===== config.mk =====
export PLATFORM = sky130hd
export DESIGN_NAME = melody_sequencer
export DESIGN_NICKNAME = d
export VERILOG_FILES = /design/src/rtl/melody_sequencer.sv
export SDC_FILE = /design/constraint.sdc
export NUM_CORES = 1
export LEC_CHECK = 0
export ABC_AREA = 1
export CAP_MARGIN = 20
export CORE_UTILIZATION = 61
export CTS_CLUSTER_SIZE = 12
export DETAILED_ROUTE_END_ITERATION = 6
export PLACE_DENSITY = 0.84
export SYNTH_ARGS = -nofsm -noshare
export SYNTH_HDL_FRONTEND = slang
export SYNTH_SLANG_ARGS = --single-unit

===== constraint.sdc =====
create_clock -name clk -period 2.1 [get_ports clk]
set_input_delay 0.21 -clock clk [delete_from_list [all_inputs] [get_ports clk]]
set_output_delay 0.21 -clock clk [all_outputs]
set_load 0.02 [all_outputs]

===== src/rtl/melody_sequencer.sv =====
// melody_sequencer: plays a fixed, parameterised sequence of note codes on
// a play-switch press, with a programmable hold time per note and an
// optional silent gap after each note. A stop-switch press aborts the run.
module melody_sequencer #(
    parameter int SEQ_LEN    = 3,
    parameter int D0         = 3,
    parameter int D1         = 8,
    parameter int D2         = 6,
    parameter int D3         = 10,
    parameter int D4         = 10,
    parameter int D5         = 10,
    parameter int D6         = 10,
    parameter int D7         = 10,
    parameter int NOTE_TICKS = 12_500_000,
    parameter int GAP_TICKS  = 2_500_000
) (
    input  logic       clk,
    input  logic       rst,
    input  logic       sw_play,
    input  logic       sw_stop,
    output logic [3:0] note,
    output logic       busy,
    output logic [2:0] step
);

    typedef enum logic [1:0] {IDLE, PLAY, GAP} state_t;

    localparam logic [3:0]  SILENCE   = 4'd10;
    localparam logic [25:0] NOTE_LAST = 26'(NOTE_TICKS - 1);
    localparam logic [25:0] GAP_LAST  = 26'(GAP_TICKS - 1);
    localparam logic [2:0]  STEP_LAST = 3'(SEQ_LEN - 1);

    // Note code lookup for a step index
    function automatic logic [3:0] note_of(input logic [2:0] idx);
        case (idx)
            3'd0:    note_of = 4'(D0);
            3'd1:    note_of = 4'(D1);
            3'd2:    note_of = 4'(D2);
            3'd3:    note_of = 4'(D3);
            3'd4:    note_of = 4'(D4);
            3'd5:    note_of = 4'(D5);
            3'd6:    note_of = 4'(D6);
            default: note_of = 4'(D7);
        endcase
    endfunction

    logic play_s1_q, play_s1_d, play_s2_q, play_s2_d, play_h_q, play_h_d;
    logic stop_s1_q, stop_s1_d, stop_s2_q, stop_s2_d, stop_h_q, stop_h_d;
    logic [1:0] valid_q, valid_d;
    logic play_arm_q, play_arm_d, stop_arm_q, stop_arm_d;
    logic play_req, stop_req;

    state_t      state_q, state_d;
    logic [3:0]  note_q, note_d;
    logic        busy_q, busy_d;
    logic [2:0]  step_q, step_d;
    logic [25:0] cnt_q, cnt_d;
    logic        advance;

    // Synchronizers, history flops and arming: a request is only accepted
    // once the synchronized switch has been seen released after reset, so a
    // switch held through reset cannot start a run.
    always_comb begin
        play_s1_d  = sw_play;
        play_s2_d  = play_s1_q;
        play_h_d   = play_s2_q;
        stop_s1_d  = sw_stop;
        stop_s2_d  = stop_s1_q;
        stop_h_d   = stop_s2_q;
        valid_d    = {valid_q[0], 1'b1};
        play_arm_d = play_arm_q | (valid_q[1] & play_s2_q);
        stop_arm_d = stop_arm_q | (valid_q[1] & stop_s2_q);
        play_req   = play_arm_q & ~play_s2_q & play_h_q;
        stop_req   = stop_arm_q & ~stop_s2_q & stop_h_q;
    end

    // Next-state logic; stop has priority over everything, including play
    always_comb begin
        state_d = state_q;
        note_d  = note_q;
        step_d  = step_q;
        cnt_d   = cnt_q;
        advance = 1'b0;
        case (state_q)
            IDLE: begin
                note_d = SILENCE;
                step_d = 3'd0;
                cnt_d  = 26'd0;
                if (play_req) begin
                    state_d = PLAY;
                    note_d  = note_of(3'd0);
                end
            end
            PLAY: begin
                if (cnt_q == NOTE_LAST) begin
                    if (GAP_TICKS > 0) begin
                        state_d = GAP;
                        note_d  = SILENCE;
                        cnt_d   = 26'd0;
                    end else begin
                        advance = 1'b1;
                    end
                end else begin
                    cnt_d = cnt_q + 26'd1;
                end
            end
            GAP: begin
                if (cnt_q == GAP_LAST) begin
                    advance = 1'b1;
                end else begin
                    cnt_d = cnt_q + 26'd1;
                end
            end
            default: begin
                state_d = IDLE;
                note_d  = SILENCE;
                step_d  = 3'd0;
                cnt_d   = 26'd0;
            end
        endcase
        if (advance) begin
            cnt_d = 26'd0;
            if (step_q < STEP_LAST) begin
                state_d = PLAY;
                step_d  = step_q + 3'd1;
                note_d  = note_of(step_q + 3'd1);
            end else begin
                state_d = IDLE;
                step_d  = 3'd0;
                note_d  = SILENCE;
            end
        end
        if (stop_req) begin
            state_d = IDLE;
            note_d  = SILENCE;
            step_d  = 3'd0;
            cnt_d   = 26'd0;
        end
        busy_d = (state_d != IDLE);
    end

    // State and output registers; synchronizers reset to the released level
    always_ff @(posedge clk or posedge rst) begin
        if (rst) begin
            play_s1_q  <= 1'b1;
            play_s2_q  <= 1'b1;
            play_h_q   <= 1'b1;
            stop_s1_q  <= 1'b1;
            stop_s2_q  <= 1'b1;
            stop_h_q   <= 1'b1;
            valid_q    <= 2'b00;
            play_arm_q <= 1'b0;
            stop_arm_q <= 1'b0;
            state_q    <= IDLE;
            note_q     <= SILENCE;
            busy_q     <= 1'b0;
            step_q     <= 3'd0;
            cnt_q      <= 26'd0;
        end else begin
            play_s1_q  <= play_s1_d;
            play_s2_q  <= play_s2_d;
            play_h_q   <= play_h_d;
            stop_s1_q  <= stop_s1_d;
            stop_s2_q  <= stop_s2_d;
            stop_h_q   <= stop_h_d;
            valid_q    <= valid_d;
            play_arm_q <= play_arm_d;
            stop_arm_q <= stop_arm_d;
            state_q    <= state_d;
            note_q     <= note_d;
            busy_q     <= busy_d;
            step_q     <= step_d;
            cnt_q      <= cnt_d;
        end
    end

    assign note = note_q;
    assign busy = busy_q;
    assign step = step_q;

endmodule


# Yosys cells after proc, flatten, opt, wreduce, memory -nomap -nowiden
# Index checks and enable logic that the tools add are counted.
[word_totals]
register_bits = 46
inputBits = 4
output_inout_bits = 8
wordCells = 66
[classes]
n_addsub = 2
magnitude_cmp = 1
n_eq_ne = 10
n_mux = 24
n_bitwise = 10
n_reduce_logical = 5
[ops]
columns = ["operator", "count"]
rows = [
  ["26-bit 2-to-1 mux", 4],
  ["26-bit one-hot mux with 2 select lines", 1],
  ["26-bit by 1-bit adder with 26-bit output, second input constant", 1],
  ["26-bit by 22-bit equality test with 1-bit output, second input constant", 1],
  ["26-bit by 24-bit equality test with 1-bit output, second input constant", 1],
  ["4-bit one-hot mux with 3 select lines", 2],
  ["4-bit 2-to-1 mux", 5],
  ["3-bit 2-to-1 mux", 4],
  ["2-bit 2-to-1 mux", 4],
  ["4-bit != test, second input constant", 2],
  ["1-bit AND", 6],
  ["2-bit one-hot mux with 3 select lines", 1],
  ["3-bit by 1-bit adder with 3-bit output, second input constant", 1],
  ["3-bit by 1-bit equality test with 1-bit output, second input constant", 1],
  ["3-bit by 2-bit equality test with 1-bit output, second input constant", 1],
  ["3-bit zero test", 1],
  ["3-bit by 2-bit less-than comparator with 1-bit output, second input constant", 1],
  ["1-bit 2-to-1 mux", 3],
  ["3-bit by 1-bit != test with 1-bit output, second input constant", 1],
  ["3-bit != test, second input constant", 1],
  ["2-bit by 1-bit equality test with 1-bit output, second input constant", 1],
  ["2-bit equality test, second input constant", 1],
  ["2-bit zero test", 1],
  ["1-bit inverter", 2],
  ["4 further kinds", 5],
]

# Logic depth before layout (Yosys ltp)
# Gate-level depths: netlist of run 1.
[logic_depth]
word_depth = 8
ltp_mapped = 12
ltp_nobuf = 12

# Worst setup path after synthesis of run 1
# OpenSTA, ideal clock, no wires.
[synth_timing]
path_type = "reg-to-reg"
startpoint = "reg cnt_q[0]"
endpoint = "reg cnt_q[15]"
setup_ns = 0.121
arrival_time_ns = 1.466
required_time_ns = 1.979
setup_slack_ns = 0.513
path_stages_with_launch = 12
path_buffers = 1
synth_period_minus_slack_ns = 1.587
path_cell_list = "dfrtp_1 ha_1 nand2_2 nor2_4 nand3_2 nor2_1 nand2_2 nand2_4 nor2_8 nand2_4 buf_12 nor2_2"
[synth_via]
elab_chain_cells = 5
word_cells_on_any_way = 11
classes_between = "add/sub: 1; eq/ne: 3; mux: 7"
[synth_rtl]
columns = ["element", "line_no", "source"]
rows = [
  ["start: declaration", "57", "logic [25:0] cnt_q, cnt_d;"],
  ["start signal: assignment", "173", "cnt_q <= cnt_d;"],
  ["26-bit by 1-bit adder with 26-bit output (tied with other cells)", "104, 111", ""],
  ["26-bit 2-to-1 mux (tied with other cells)", "108", "if (cnt_q == GAP_LAST) begin"],
  ["26-bit one-hot mux with 2 select lines or 1-bit 2-to-1 mux (tied branches)", "--", ""],
  ["26-bit 2-to-1 mux", "121", "if (advance) begin"],
  ["26-bit 2-to-1 mux", "133", "if (stop_req) begin"],
]
# Several ways; a longest one is shown, not always the timed one. The select of a mux whose other input is x is not followed.
# A chain may end at the register's enable or synchronous reset.

# Worst setup path after layout of run 1
[layout_timing]
startpoint = "reg cnt_q[0]"
endpoint = "reg cnt_q[10]"
# Same word-level chain as after synthesis.

==> results.py, run 1 <==
metrics = {
    "layout": {
        "nNetsFinal": 407,
        "post-route-util_pct": 70.3,
        "fin_cells": 447,
        "final_area_um2": 3100,
        "area_delta_synth_final_pct": 9.73,
        "diodes": 0,
        "drive_above_1_share_pct": 15.2,
    },
    "logic_synthesis": {
        "yosysWarnings": 0,
        "synth_edf_count": 0,
        "synth_top_area_cell": "dfrtp_1",
        "yosysMostFrequentCell": "nand2_1",
        "yosysSeqAreaShare_pct": 41.1,
        "syn_inst": 376,
        "synthTopCellsByArea": "dfrtp_1 (34%), nand2_1 (11%), dfstp_2 (7.4%)",
        "synth.top_cell.area_share_pct": 33.6,
        "synth_area_per_cell_um2": 7.52,
        "netlist_area_um2": 2830,
        "syn-num-nets": 389,
        "ys_ff_latch": 46,
        "ys_types": 29,
        "yosys-top-cells-count": "nand2_1 (86), inv_1 (56), nor2_1 (52), dfrtp_1 (38), nand3_1 (31)",
        "ys_async_sr_fraction_pct": 100,
        "synthFlopType": "dfrtp_1",
    },
    "critical_path": {
        "critPathRequiredTime_ns": 2.29,
        "end_kind": "register",
        "r2r_setup_slack_ns": 0.27,
        "critPathMaxFanout": 5,
        "crit_chain": "ha_1, nand2_2, nor2_4, nand2_1, nor2_2, nand2_2, nor2_4, xor2_1, nor2_2",
        "cpPeakStageDelay_ns": 0.41,
        "critPathBufInv": 0,
        "reg2reg_from": "cnt_q[0]",
        "arrival_ns": 2.03,
        "r2r_end": "cnt_q[10]",
        "setup.worst_path.start_class": "register",
        "crit_slowest_cell": "dfrtp_1",
        "path_depth": 9,
        "critPathKind": "register to register",
        "cp_top_family": "simple AND/OR/NAND/NOR gates",
        "reg2regPathDepth": 9,
    },
    "global_routing": {
        "track_usage_pct": 28.3,
        "antenna_found_initial": 0,
        "gr-total-overflow": 0,
        "grt_pass1_vias": 2342,
        "grt_start_max_net_pins": 27,
        "grt_pass1_wl_mm": 10.9,
    },
    "drt": {
        "avgRoutedWirePerCell_um": 14.1,
        "wl_mm": 6.31,
        "drtIter0Drc": 282,
        "num_vias": 2444,
        "drc": 0,
        "routed_via_density": 5.47,
        "drtPass1Iterations": 6,
        "antenna_left": 0,
    },
    "pwr": {
        "ir_drop_v": 0.000484,
        "powerDensity_nw_per_um2": 586,
        "p_leak_nw": 1.37,
        "total_power_mw": 1.82,
    },
    "place": {
        "hpwl_mm": 4.88,
        "gp_congestion": 1.05,
        "post-place-cells": 439,
        "port_buffers": 11,
        "place_area_um2": 3000,
    },
    "timing": {
        "fmax_mhz": 545,
        "tightest_slew_ns": 0.531,
        "min_period_ns": 1.83,
        "rsz0062_at_grt": "false",
        "finClkSkew_ns": 0.0115,
        "relSlewSlack_pct": 64.6,
        "slew_viol_final": 0,
        "hold_viol_final": 0,
        "fin_crit_sh_pct": 87.3,
        "tns_ns": 0,
        "finalSetupViolCount": 0,
    },
    "clocking": {
        "clock_sinks": 46,
        "ctsHtreeMaxLevel": 2,
        "insertion_delay_ns": 0.31,
        "cts_tree": "done",
        "postCtsHoldBufs": 0,
        "path_clk_slew_ns": 0.10,
        "cts-buffers-inserted": 5,
        "cts_root_buf": "clkbuf_8",
        "cts_buffer_depth": 2,
    },
    "die": {
        "rows": 24,
        "dieArea_um2": 4910,
        "start_util_pct": 64.1,
        "die_x_um": 70.1,
        "io_pins": 12,
        "core_area_um2": 4410,
        "fp.dieH_um": 70.1,
    },
    "job": {
        "maxCapViolations": 0,
    },
    "hold_path": {
        "hp-class": "input port to async pin",
    },
    "outcome": {
        "status": "finished, final reports clean",
    },
}
==> worst reg2reg max path: cells and delay by family, from the launching register on <==
family | cells | cell delay (ns)
XOR/XNOR | 1 | 0.19
adder cells (fa/ha/maj) | 1 | 0.30
flip-flops | 1 | 0.41
AND/OR/NAND/NOR | 7 | 0.83
==> what timing repair did <==
item / CTS / global route
setup buffers: 0 / 0
endpoints found under the hold margin: 0 / 0
endpoints found under the setup margin: 0 / 1
gates resized for setup: 0 / 1
==> registers in the layout, summed over array words and instances, names as in the netlist <==
signal and cells:
stop_h_q 1, busy 1, play_h_q 1, valid_q 2, play_arm_q 1, stop_s1_q 1
stop_arm_q 1, step 3, stop_h_d 1, play_h_d 1, note 4, play_s1_q 1
cnt_q 26, state_q 2
==> metrics by stage <==
step | setup WS (ns) | hold WS [ns]
4_1_cts | 0.182 | 0.269
2_1_floorplan | 0.513 | 0.214
5_1_grt | 0.0523 | 0.286
3_5_place_dp | 0.187 | 0.349
6_report | 0.266 | 0.250
3_3_place_gp | 0.297 | 0.333
==> placed cells by master, fill, tap and decap left out, drive strengths merged, types with 5 or more instances in the layout <==
cell type,synthesis,final
nand2,96,96
nor2,72,72
inv,62,65
dfrtp,38,38
nand3,33,33
nor3,15,15
xor2,11,11
clkdlybuf4s50,0,11
ha,9,9
o21ai,8,8
dfstp,8,8
nand4,7,7
clkbuf,0,5
==> cells by family after synthesis <==
| family | after synthesis | synth area share [%] |
|---|---|---|
| fa+ha+maj | 9 | 3.98 |
| flops | 46 | 41.1 |
| xor+xnor | 11 | 3.41 |
| compound gates | 16 | 3.10 |
| other cells | 1 | 0.133 |
| buf+inv | 64 | 9.34 |
| simple gates | 229 | 39.0 |
==> power breakdown <==
| group | switching [mW] | total [mW] | internal [mW] |
|---|---|---|---|
| Sequential | 0.0204 | 0.948 | 0.928 |
| Combinational | 0.189 | 0.285 | 0.0970 |
| Clock | 0.336 | 0.584 | 0.248 |
| Total | 0.545 | 1.82 | 1.27 |
==> area by class of cell <==
type	count	area [um2]
sequential	46	1160
inverter	62	233
clock inverter	3	26.3
fill	351	1310
tap	52	65.1
clock buffer	5	68.8
multi-input combinational	266	1410
timing repair buffer	13	138
==> per-layer routing <==
metal / up-vias / track usage [%] / share of wire (%)
met4: 0 / 10.2 / 2.3
met2: 112 / 44.1 / 46
met1: 1104 / 39.1 / 45
li1: 1207 / - / -
met5: - / 0 / 0
met3: 21 / 6.06 / 7.2
==> worst max path at each step <==
stage | slack [ns] | start | end
6_report | 0.27 | cnt_q[0] | cnt_q[10]
5_1_grt | 0.05 | cnt_q[0] | step[2]
4_1_cts | 0.18 | cnt_q[0] | cnt_q[4]
3_5_place_dp | 0.19 | cnt_q[0] | cnt_q[4]
3_3_place_gp | 0.30 | state_q[0] | cnt_q[12]
2_1_floorplan | 0.51 | cnt_q[0] | cnt_q[15]
No activity file was read; power rests on OpenSTA's default activity.
==> run 2: changes to the inputs <==
--- a/config.mk
+++ b/config.mk
@@ -11,6 +11,7 @@
 export CTS_CLUSTER_SIZE = 12
 export DETAILED_ROUTE_END_ITERATION = 6
 export PLACE_DENSITY = 0.84
+export REMOVE_ABC_BUFFERS = 1
 export SYNTH_ARGS = -nofsm -noshare
 export SYNTH_HDL_FRONTEND = slang
 export SYNTH_SLANG_ARGS = --single-unit
==> run 2 against run 1 <==
Against the previous run:
- combinational power grew 1%
- clock-buffer cell count is the same
- sequential share of layout area unchanged
- critical endpoint unchanged
- largest cell class unchanged
- largest power group unchanged
==> results.py, run 2 (same netlist as run 1, synthesis figures left out) <==
metrics = {
    "outcome": {
        "status": "finished, final reports clean",
    },
    "timing": {
        "rsz0062_at_grt": "false",
        "hold_viol_final": 0,
        "tns_ns": 0,
        "fin_crit_sh_pct": 88.3,
        "slew_viol_final": 0,
        "fmax_mhz": 540,
        "min_period_ns": 1.85,
        "finClkSkew_ns": 0.0130,
        "finalSetupViolCount": 0,
        "final.setup.worst_slack_ns": 0.246,
    },
    "place": {
        "port_buffers": 11,
        "gp_congestion": 0.971,
        "post-place-cells": 439,
        "place_area_um2": 3000,
        "post-place-ws_ns": 0.209,
        "hpwl_mm": 5.01,
    },
    "drt": {
        "num_vias": 2473,
        "drtPass1Iterations": 5,
        "top_layer_used": "met4",
        "wl_mm": 6.60,
        "drt-met1-wl_mm": 2.84,
        "avgRoutedWirePerCell_um": 14.8,
        "routed_via_density": 5.53,
        "met3_length_um": 602,
        "drc": 0,
        "drtIter0Drc": 353,
        "antenna_left": 0,
        "wl_met2_mm": 3.00,
    },
    "layout": {
        "final_cell_mix": "nand2_1 (86), inv_1 (55), nor2_1 (52)",
        "largest_reg_flops": 26,
        "nFillCells": 371,
        "drive_above_1_share_pct": 15.2,
        "fin_cells": 447,
        "nNetsFinal": 407,
        "regMostFlops": "cnt_q",
        "final_area_um2": 3100,
        "final_common_cell": "nand2_1",
        "area_delta_synth_final_pct": 9.73,
        "diodes": 0,
    },
    "global_routing": {
        "antenna_found_initial": 0,
        "gr-total-overflow": 0,
        "grt_pass1_vias": 2377,
        "grt_pass1_wl_mm": 11.0,
        "grt_start_max_net_pins": 27,
        "track_usage_pct": 29.2,
    },
    "clocking": {
        "cts_root_buf": "clkbuf_8",
        "cts_buffer_depth": 2,
        "clock_sinks": 46,
        "cts-buffers-inserted": 5,
        "post_cts_buffers": 0,
        "cts_tree": "done",
        "insertion_delay_ns": 0.31,
        "path_clk_slew_ns": 0.09,
        "ctsHtreeMaxLevel": 2,
    },
    "critical_path": {
        "crit_chain": "ha_1, nand2_2, nor2_4, nand2_1, nor2_2, nand2_2, nor2_4, xor2_1, nor2_2",
        "critPathRequiredTime_ns": 2.30,
        "arrival_ns": 2.05,
        "r2r_end": "cnt_q[10]",
        "critPathMaxFanout": 5,
        "cp_top_family": "simple AND/OR/NAND/NOR gates",
        "critPathBufInv": 0,
        "setup.worst_path.start_class": "register",
        "path_depth": 9,
        "critPathKind": "register to register",
        "crit_slowest_cell": "dfrtp_1",
        "cpPeakStageDelay_ns": 0.42,
        "reg2regPathDepth": 9,
        "end_kind": "register",
        "r2r_setup_slack_ns": 0.25,
        "reg2reg_from": "cnt_q[0]",
    },
    "die": {
        "die_x_um": 70.1,
        "rows": 24,
        "core_area_um2": 4410,
        "fp.dieH_um": 70.1,
        "dieArea_um2": 4910,
        "start_util_pct": 64.1,
        "io_pins": 12,
    },
    "job": {
        "maxCapViolations": 0,
    },
    "hold_path": {
        "hp-class": "input port to async pin",
    },
    "pwr": {
        "powerDensity_nw_per_um2": 586,
        "ir_drop_v": 0.000397,
        "p_leak_nw": 1.37,
    },
}
==> run 2: cell counts in the layout (fill, tap and decap cells not counted) <==
No cell type changed its count.
==> run 2: cell type report <==
cell class | instances | area (um2) | share of cell area [%]
tap | 52 | 65.1 | 2.10
multi-input combinational | 266 | 1410 | 45.5
timing repair buffer | 13 | 138 | 4.44
inverter | 62 | 233 | 7.50
clock inverter | 3 | 26.3 | 0.847
clock buffer | 5 | 68.8 | 2.22
sequential | 46 | 1160 | 37.4
==> run 2: worst reg2reg max path: stages (launching register included) <==
cell	delay (ns)
dfrtp_1	0.42
ha_1	0.28
nand2_2	0.11
nor2_4	0.15
nand2_1	0.11
nor2_2	0.19
nand2_2	0.10
nor2_4	0.14
xor2_1	0.20
nor2_2	0.05
==> run 2: power by group <==
group / leakage (nW) / switching (mW) / internal, mW / total [mW]
Clock: 0.0495 / 0.335 / 0.247 / 0.583
Sequential: 0.597 / 0.0187 / 0.927 / 0.946
Combinational: 0.720 / 0.191 / 0.0971 / 0.289
==> run 2: worst max-delay path by stage <==
stage / startpoint / end / slack, ns
final: cnt_q[0] / cnt_q[10] / 0.25
after global routing: state_q[0] / cnt_q[5] / 0.11
after CTS: cnt_q[0] / cnt_q[4] / 0.17
after detailed placement: state_q[0] / cnt_q[4] / 0.21
after global placement: state_q[0] / cnt_q[12] / 0.25
after floorplan: cnt_q[0] / cnt_q[12] / 0.48
==> run 2: repair_timing <==
item | 4_1_cts | 5_1_grt
hold buffers | 0 | 0
endpoints found under the setup margin | 0 | 1
resized for setup | 0 | 1
==> run 2: through the flow <==
step | hold slack [ns] | total power [mW] | util (%)
detailed placement | 0.346 | 1.24 | 67.9
global placement | 0.332 | 1.23 | 67.9
global route | 0.262 | 1.90 | 70.3
CTS | 0.215 | 1.82 | 70.1
floorplan | 0.214 | 1.15 | -
finish | 0.210 | 1.82 | 70.3
==> run 2: metal layers <==
metal  GRT usage, %  vias to the layer above
li1               -                     1202
met1           39.7                     1120
met2           44.6                      130
met3           7.22                       21
met4           12.4                        0
met5              0                        -
==> run 3: changes to the inputs <==
--- a/config.mk
+++ b/config.mk
@@ -10,7 +10,7 @@
 export CORE_UTILIZATION = 61
 export CTS_CLUSTER_SIZE = 12
 export DETAILED_ROUTE_END_ITERATION = 6
-export PLACE_DENSITY = 0.84
+export PLACE_DENSITY = 0.8
 export REMOVE_ABC_BUFFERS = 1
 export SYNTH_ARGS = -nofsm -noshare
 export SYNTH_HDL_FRONTEND = slang
==> run 3 against run 2 <==
Against the previous run:
- critical path depth is 2 higher
- clock power is 34% higher
- hold slack better by 0.012 ns
- highest routed layer unchanged
- final area is 1.3% higher
- largest cell class unchanged
- flip-flop and latch count stayed put
- critical path type unchanged
==> results.py, run 3 (same netlist as run 1, synthesis figures left out) <==
metrics = {
    "critical_path": {
        "critPathMaxFanout": 21,
        "reg2reg_from": "state_q[0]",
        "crit_chain": "inv_1, ha_1, nand2_1, inv_1, nand3_2, nor2_1, nand2_2, nand2_4, nor2_8, nand2_4, nor2_1",
        "crit_slowest_cell": "dfrtp_1",
        "end_kind": "register",
        "arrival_ns": 2.07,
        "critPathKind": "register to register",
        "startpoint": "state_q[0]",
        "setup.worst_path.start_class": "register",
        "cpPeakStageDelay_ns": 0.41,
        "critPathRequiredTime_ns": 2.27,
    },
    "drt": {
        "drtIter0Drc": 315,
        "antenna_left": 0,
        "routed_via_density": 5.49,
        "drc": 0,
        "avgRoutedWirePerCell_um": 13.9,
        "num_vias": 2461,
        "wl_mm": 6.23,
        "drtPass1Iterations": 6,
    },
    "timing": {
        "hold_viol_final": 0,
        "slew_viol_final": 0,
        "tns_ns": 0,
        "min_period_ns": 1.89,
        "fmax_mhz": 528,
        "rsz0062_at_grt": "false",
        "fin_crit_sh_pct": 90.1,
        "finClkSkew_ns": 0.0137,
        "finalSetupViolCount": 0,
        "hold_ws_ns": 0.222,
    },
    "clocking": {
        "cts_root_buf": "clkbuf_8",
        "path_clk_slew_ns": 0.10,
        "ctsHtreeMaxLevel": 2,
        "insertion_delay_ns": 0.30,
        "postCtsHoldBufs": 0,
        "post_cts_buffers": 0,
        "cts_tree": "done",
        "clock_sinks": 46,
        "cts_buffer_depth": 2,
        "cts-buffers-inserted": 5,
        "cts_resized": 0,
    },
    "pwr": {
        "p_switching_uw": 500,
        "p_sw_share_pct": 25.0,
        "internal-power_mw": 1.50,
        "combPwrFrac_pct": 13.7,
        "p_leak_nw": 1.40,
        "power_frac_seq_pct": 47.3,
        "powerDensity_nw_per_um2": 636,
        "p_clk_share_pct": 39.0,
        "ir_drop_v": 0.000515,
    },
    "global_routing": {
        "grt_pass1_vias": 2240,
        "globalRouteMet2Util_pct": 40.8,
        "track_usage_pct": 27.5,
        "grt_start_max_net_pins": 27,
        "antenna_found_initial": 0,
        "grt_pass1_wl_mm": 10.6,
        "grt_use_met1_pct": 41.9,
        "gr-total-overflow": 0,
        "use_met3_pct": 4.91,
        "busiest_layer": "met1",
    },
    "die": {
        "start_util_pct": 64.1,
        "die_x_um": 70.1,
        "dieArea_um2": 4910,
        "rows": 24,
        "core_area_um2": 4410,
        "io_pins": 12,
        "fp.dieH_um": 70.1,
    },
    "layout": {
        "post-route-util_pct": 71.2,
        "drive_above_1_share_pct": 15.4,
        "nNetsFinal": 408,
        "diodes": 0,
        "area_delta_synth_final_pct": 11.2,
        "final_common_cell": "nand2_1",
        "final_cell_mix": "nand2_1 (86), inv_1 (55), nor2_1 (52)",
        "regMostFlops": "cnt_q",
        "largest_reg_flops": 26,
    },
    "hold_path": {
        "hp-class": "input port to async pin",
    },
    "outcome": {
        "status": "finished, final reports clean",
    },
    "place": {
        "hpwl_mm": 4.79,
        "gp_congestion": 1.07,
        "port_buffers": 11,
    },
    "job": {
        "maxCapViolations": 0,
    },
}
run 3: cell count changes in the layout (fill, tap and decap cells not counted):
cell	delta
buf_4	+1
bufinv_16	+2
clkinv_4	+1
inv_6	-3
nand2_4	+1
nand2_8	-1
run 3: stage by stage:
step | power [mW] | instance area, um2 | setup slack [ns] | cells
3_5_place_dp | 1.24 | 3010 | 0.223 | 440
2_1_floorplan | 1.15 | 2800 | 0.485 | 374
4_1_cts | 2.02 | 3140 | 0.195 | 448
3_3_place_gp | 1.23 | 3010 | 0.261 | 440
5_1_grt | 2.08 | 3140 | 0.0625 | 448
6_report | 2.00 | 3140 | 0.208 | 448
run 3: final timing paths:
path                             end  slack, ns  cells past startpoint
max                        cnt_q[16]       0.21                     11
min                          note[0]       0.22                      2
max reg2reg                cnt_q[16]       0.21                     11
min reg2reg                 play_h_d       0.36                      0
max in group asynchronous   play_h_q       1.31                      3
min in group clk           play_s1_q       0.32                      1
run 3: layout make-up:
| class | count | area, um2 |
|---|---|---|
| multi-input combinational | 266 | 1400 |
| tap | 52 | 65.1 |
| sequential | 46 | 1160 |
| clock inverter | 3 | 68.8 |
| fill | 343 | 1270 |
| clock buffer | 5 | 68.8 |
| timing repair buffer | 14 | 145 |
| inverter | 62 | 233 |
run 3: layer usage:
layer,wire [um],vias up
met3,490,19
met5,0,-
met4,105,0
met2,2710,122
li1,-,1201
met1,2930,1119
run 3: power groups by stage:
stage	combinational (mW)	clock [mW]	sequential (mW)
5_1_grt	0.305	0.824	0.949
3_3_place_gp	0.273	0	0.961
6_report	0.274	0.779	0.946
3_5_place_dp	0.275	0	0.963
4_1_cts	0.277	0.801	0.946
2_1_floorplan	0.171	0	0.982
run 3: critical path, delay by kind of cell (launching register included):
family	cells	cell delay [ns]
DFF	1	0.41
and+or+nand+nor	8	0.91
buffers and inverters	2	0.20
adders and majority gates	1	0.25
